<file path="src/rtl/s298_bist_ctrl.sv">
// BIST wrapper for s298: LFSR drives G0..G2, MISR compacts the 6 registered outputs, compares to GOLDEN.
// Latency: done rises INIT_CYCLES+N_PATTERNS+2 edges after the edge that samples start.
// Backpressure: none; start is honoured only in IDLE/DONE and is ignored on the first edge after reset release.
module s298_bist_ctrl #(
    parameter int          N_PATTERNS  = 255,
    parameter int          INIT_CYCLES = 2,
    parameter int          CNT_W       = 16,
    parameter logic [7:0]  LFSR_POLY   = 8'hB8,
    parameter logic [7:0]  LFSR_SEED   = 8'h01,
    parameter logic [7:0]  MISR_POLY   = 8'hB8,
    parameter logic [7:0]  GOLDEN      = 8'h00
) (
    input  logic       CK,
    input  logic       RN,
    input  logic       start,
    output logic       tpg_g0,
    output logic       tpg_g1,
    output logic       tpg_g2,
    input  logic [5:0] cut_resp,
    output logic       busy,
    output logic       done,
    output logic       pass,
    output logic [7:0] signature
);

    typedef enum logic [2:0] {
        S_IDLE,
        S_INIT,
        S_RUN,
        S_FLUSH,
        S_CHECK,
        S_DONE
    } state_t;

    localparam logic [CNT_W-1:0] INIT_LAST = CNT_W'(INIT_CYCLES - 1);
    localparam logic [CNT_W-1:0] RUN_LAST  = CNT_W'(N_PATTERNS - 1);

    state_t           state;
    state_t           state_nxt;
    logic [CNT_W-1:0] cnt;
    logic [7:0]       lfsr;
    logic [7:0]       misr;
    logic [7:0]       misr_nxt;
    logic             armed;
    logic             go;

    // armed stays low for the first edge after reset so a start overlapping RN release is dropped
    assign go        = start && armed;
    assign signature = misr;
    assign misr_nxt  = {misr[6:0], 1'b0} ^ (misr[7] ? MISR_POLY : 8'h00) ^ {2'b00, cut_resp};

    // State register
    always_ff @(posedge CK or negedge RN) begin
        if (!RN) begin
            state <= S_IDLE;
        end else begin
            state <= state_nxt;
        end
    end

    // Next-state and CUT-facing outputs; G0 holds the CUT cleared whenever no run is in progress
    always_comb begin
        state_nxt = state;
        tpg_g0    = 1'b0;
        tpg_g1    = 1'b0;
        tpg_g2    = 1'b0;
        busy      = 1'b0;
        done      = 1'b0;
        case (state)
            S_IDLE: begin
                tpg_g0 = 1'b1;
                if (go) state_nxt = S_INIT;
            end
            S_INIT: begin
                tpg_g0 = 1'b1;
                busy   = 1'b1;
                if (cnt == INIT_LAST) state_nxt = S_RUN;
            end
            S_RUN: begin
                tpg_g1 = lfsr[0];
                tpg_g2 = lfsr[1];
                busy   = 1'b1;
                if (cnt == RUN_LAST) state_nxt = S_FLUSH;
            end
            S_FLUSH: begin
                busy      = 1'b1;
                state_nxt = S_CHECK;
            end
            S_CHECK: begin
                busy      = 1'b1;
                state_nxt = S_DONE;
            end
            S_DONE: begin
                tpg_g0 = 1'b1;
                done   = 1'b1;
                if (go) state_nxt = S_INIT;
            end
            default: state_nxt = S_IDLE;
        endcase
    end

    // Datapath: counter, TPG LFSR, MISR and the registered pass flag.
    // The CUT response lags its pattern by one cycle, so the first RUN cycle is skipped
    // and FLUSH supplies the last capture.
    always_ff @(posedge CK or negedge RN) begin
        if (!RN) begin
            cnt   <= '0;
            lfsr  <= LFSR_SEED;
            misr  <= 8'h00;
            pass  <= 1'b0;
            armed <= 1'b0;
        end else begin
            armed <= 1'b1;
            case (state)
                S_IDLE, S_DONE: begin
                    if (go) begin
                        cnt  <= '0;
                        lfsr <= LFSR_SEED;
                        misr <= 8'h00;
                        pass <= 1'b0;
                    end
                end
                S_INIT: begin
                    lfsr <= LFSR_SEED;
                    misr <= 8'h00;
                    cnt  <= (cnt == INIT_LAST) ? '0 : cnt + 1'b1;
                end
                S_RUN: begin
                    lfsr <= lfsr[0] ? ((lfsr >> 1) ^ LFSR_POLY) : (lfsr >> 1);
                    if (cnt != '0) misr <= misr_nxt;
                    cnt  <= (cnt == RUN_LAST) ? '0 : cnt + 1'b1;
                end
                S_FLUSH: begin
                    misr <= misr_nxt;
                end
                S_CHECK: begin
                    pass <= (misr == GOLDEN);
                end
                default: ;
            endcase
        end
    end

endmodule

</file>
<file path="config.mk">
export PLATFORM = sky130hd
export DESIGN_NAME = s298_bist_ctrl
export DESIGN_NICKNAME = d
export VERILOG_FILES = /design/src/rtl/s298_bist_ctrl.sv
export SDC_FILE = /design/constraint.sdc
export NUM_CORES = 1
export LEC_CHECK = 0
export BUFFER_PORTS_ARGS = -buffer_cell sky130_fd_sc_hd__buf_2
export CAP_MARGIN = 10
export CORE_ASPECT_RATIO = 0.9
export CORE_MARGIN = 5
export CORE_UTILIZATION = 62
export CTS_CLUSTER_SIZE = 40
export DETAILED_ROUTE_END_ITERATION = 16
export PLACE_DENSITY = 0.84
export SLEW_MARGIN = 20
export SYNTH_ARGS = -nofsm -noshare
export SYNTH_HDL_FRONTEND = slang
export SYNTH_SLANG_ARGS = --single-unit
export TNS_END_PERCENT = 1
</file>
<file path="constraint.sdc">
create_clock -name CK -period 5.1 [get_ports CK]
set_input_delay 0.51 -clock CK [delete_from_list [all_inputs] [get_ports CK]]
set_output_delay 0.51 -clock CK [all_outputs]
set_load 0.01 [all_outputs]
</file>
==> flow_summary.json <==
{
  "met3RoutedLength_um": 211,
  "r2r_start": "state[1]$_DFFE_PN0P_",
  "grt_pass1_wl_um": 7300,
  "cts_repair_resize_count": 0,
  "timing.reg2reg.setup_slack_ns": 2.92,
  "die_area_um2": 4560,
  "detailroute.via_count": 1672,
  "area_after_dpl_um2": 2140,
  "synth_flop_cell": "dfrtp_1",
  "final_core_util_pct": 71.9,
  "async_flop_share_pct": 100,
  "remaining_routing_drc_violations": 0,
  "synth_cell_type_count": 42,
  "placement.io_buffers": 22,
  "cp-start-kind": "register",
  "worst_r2r_endpoint": "cnt[8]$_DFFE_PN0P_",
  "maximum_number_of_pins_on_one_net_before_global_route_repair": 38,
  "most_common_cell_after_layout_fill_and_taps_aside": "dfrtp_1",
  "total_congestion_overflow": 0,
  "largest_family_of_logic_cells_by_synthesized_area": "simple AND/OR/NAND/NOR gates",
  "wire_per_inst_um": 15.0,
  "number_of_rows_created_at_floorplan": 19,
  "final_setup_slack_of_the_worst_path_ns": 2.92,
  "worst-slew-pin-transition_ns": 0.794,
  "initial_core_util_pct": 65.8,
  "cts_tree": "done",
  "route.met2.wl_um": 1970,
  "topRoutingLayerUsed": "met4",
  "totalNegativeSetupSlack_ns": 0,
  "met1_length_um": 1890,
  "grt_pass1_vias": 1554,
  "vdd_ir_drop_max_v": 0.000243,
  "cts-htree-levels": 2,
  "place.detailed.instances": 268,
  "worstSkewPairLatency_ns": 0.30,
  "status": "finished clean",
  "setup-violations-final": 0,
  "synth_area_um2": 2050,
  "clock_sinks": 37,
  "arrival_ns": 2.40,
  "worstPathRequired_ns": 5.32,
  "r2r.worst_path.cells": 5,
  "final_min_period_over_clock_period_pct": 42.7,
  "timing.fmax_mhz": 459,
  "syn_nets": 227,
  "synth_simple_gate_area_share_pct": 20.4,
  "dp.final_hpwl_um": 2920,
  "worst-path-max-fanout": 19,
  "preCtsSetupSlack_ns": 2.99,
  "setup_repair_after_global_routing_missed_its_margin": "no",
  "ant_nets": 0,
  "wirelength_um": 4150,
  "gp_routability_congestion": 0.840,
  "final_hold_viol_count": 0,
  "synth-compound-area-share_pct": 18.1,
  "cts-buffers-inserted": 5,
  "clockRootBuffer": "clkbuf_8",
  "layout.cells.non_filler": 276,
  "timing.critical_path.to_type": "register",
  "syn-mean-instance-area_um2": 9.62,
  "cts.clk_slew.worst_paths_ns": 0.07,
  "floorplan.core_area_um2": 3110,
  "most-common-layout-cells": "36 x dfrtp_1, 22 x nand2_1, 22 x buf_2",
  "timing_max_transition_violations_final": 0,
  "finClkSkew_ns": 0.00447,
  "drive_above_1_share_pct": 17.1,
  "die_x_um": 70.6,
  "routed_via_density": 6.06,
  "post_cts_buffers": 0,
  "p_per_area_nw_per_um2": 513,
  "final.fill_count": 254,
  "syn_inst_count": 213,
  "worst_rel_slew_slack_pct": 47.1,
  "initial_antenna_violation_count": 0,
  "ys_seq_area_share_pct": 45.2,
  "path_class": "register to register",
  "final_net_count": 247,
  "power.static_leakage_nw": 1.00,
  "mux_share_of_post_synthesis_cell_area_pct": 0,
  "synthXorXnorAreaFrac_pct": 7.26,
  "area_growth_syn_to_layout_pct": 9.22,
  "chipHeight_um": 64.5,
  "yosys_warnings": 0,
  "gr-usage-all-layers_pct": 20.3,
  "synthAdderAreaFrac_pct": 3.54,
  "ys_seq_elements": 37,
  "stdcell_area_um2": 2240,
  "dr.first_iter.drc_count": 165,
  "firstDrtPassIters": 4,
  "num_antenna_cells": 0,
  "fin_crit_ns": 2.18,
  "post_cts_hold_buffer_count": 0,
  "design.portCount": 23,
  "clk_path_buf_depth": 2,
  "cap_violations": 0,
  "hp-class": "input pin to async pin",
  "synth_enable_flop_cells": 0
}
-- logic make-up (layout without fill, tap and decap cells) --
| family | Yosys count | after routing |
|---|---|---|
| flip-flops | 37 | 37 |
| XOR/XNOR | 17 | 17 |
| AND/OR/NAND/NOR | 79 | 79 |
| adder cells (fa/ha/maj) | 6 | 6 |
| AO/OA/AOI/OAI | 55 | 55 |
| other | 1 | 1 |
| buffers and inverters | 18 | 39 |
-- layout make-up --
cell class	instances	area [um^2]	area share, %
clock buffers	7	96.3	4.30
clock inverters	1	5.00	0.224
inverters	9	33.8	1.51
multi-input cells	158	1010	45.3
flip-flops and latches	37	927	41.4
well taps	42	52.6	2.35
repair buffers	22	110	4.92
-- through the flow --
stage          hold slack, ns  power, mW
4_1_cts                 0.317       1.15
2_1_floorplan           0.214      0.848
5_1_grt                 0.373       1.24
3_5_place_dp            0.479      0.920
6_report                0.291       1.15
3_3_place_gp            0.473      0.910
-- sequential cells by signal (all words and copies together), names as in the netlist --
register / cells
pass: 1
armed: 1
cnt: 16
state: 3
lfsr: 8
signature: 8
-- power by group --
part / leakage, nW / switching (mW) / total (mW) / internal (mW)
combinational: 0.451 / 0.291 / 0.472 / 0.181
clock: 0.0542 / 0.105 / 0.227 / 0.122
sequential: 0.499 / 0.0882 / 0.450 / 0.361
total: 1.00 / 0.485 / 1.15 / 0.664
-- cells in the mapped netlist (2+ instances only) --
| library cell | count | share of area, % |
|---|---|---|
| inv_1 | 9 | 1.6 |
| ha_1 | 5 | 3.1 |
| nor2b_1 | 2 | 0.61 |
| nor3_1 | 6 | 1.5 |
| nor4_1 | 4 | 1.2 |
| a31oi_1 | 6 | 1.8 |
| nand3_1 | 12 | 2.9 |
| a21oi_1 | 7 | 1.7 |
| nor2_1 | 11 | 2.0 |
| buf_6 | 2 | 1.1 |
| nor4b_1 | 2 | 0.85 |
| dfrtp_1 | 36 | 44 |
| buf_2 | 5 | 1.2 |
| nand2_1 | 22 | 4.0 |
| a21o_1 | 4 | 1.5 |
| o31ai_1 | 6 | 2.2 |
| o21ai_0 | 17 | 4.2 |
| a22o_1 | 8 | 3.4 |
| nor4_2 | 2 | 1.2 |
| and4_1 | 2 | 0.85 |
| xnor2_1 | 16 | 6.8 |
| and3_1 | 5 | 1.5 |
| nand4_1 | 5 | 1.5 |
-- worst max-delay path by stage --
stage / slack, ns / to / cells after the start / start
floorplan: 3.36 / cnt[3]$_DFFE_PN0P_ / 8 / cnt[1]$_DFFE_PN0P_
detailed placement: 2.99 / cnt[8]$_DFFE_PN0P_ / 5 / state[1]$_DFFE_PN0P_
global route: 2.76 / cnt[8]$_DFFE_PN0P_ / 5 / state[0]$_DFFE_PN0P_
CTS: 2.98 / cnt[6]$_DFFE_PN0P_ / 5 / state[1]$_DFFE_PN0P_
finish: 2.92 / cnt[8]$_DFFE_PN0P_ / 5 / state[1]$_DFFE_PN0P_
global placement: 3.05 / cnt[13]$_DFFE_PN0P_ / 5 / state[1]$_DFFE_PN0P_
-- worst max-delay path, cell delays in order, from the launching register on --
cell and delay, ns:
dfrtp_1 0.52, or3b_4 0.46, a41oi_2 0.21, a21o_1 0.51, o21ai_0 0.20, a31oi_1 0.20
-- routing by layer --
layer / up-vias / global-route usage, %
li1: 807 / -
met3: 8 / 5.10
met4: 0 / 8.45
met2: 42 / 31.3
met1: 815 / 27.4
met5: - / 0
No activity file was read; power rests on OpenSTA's default activity.
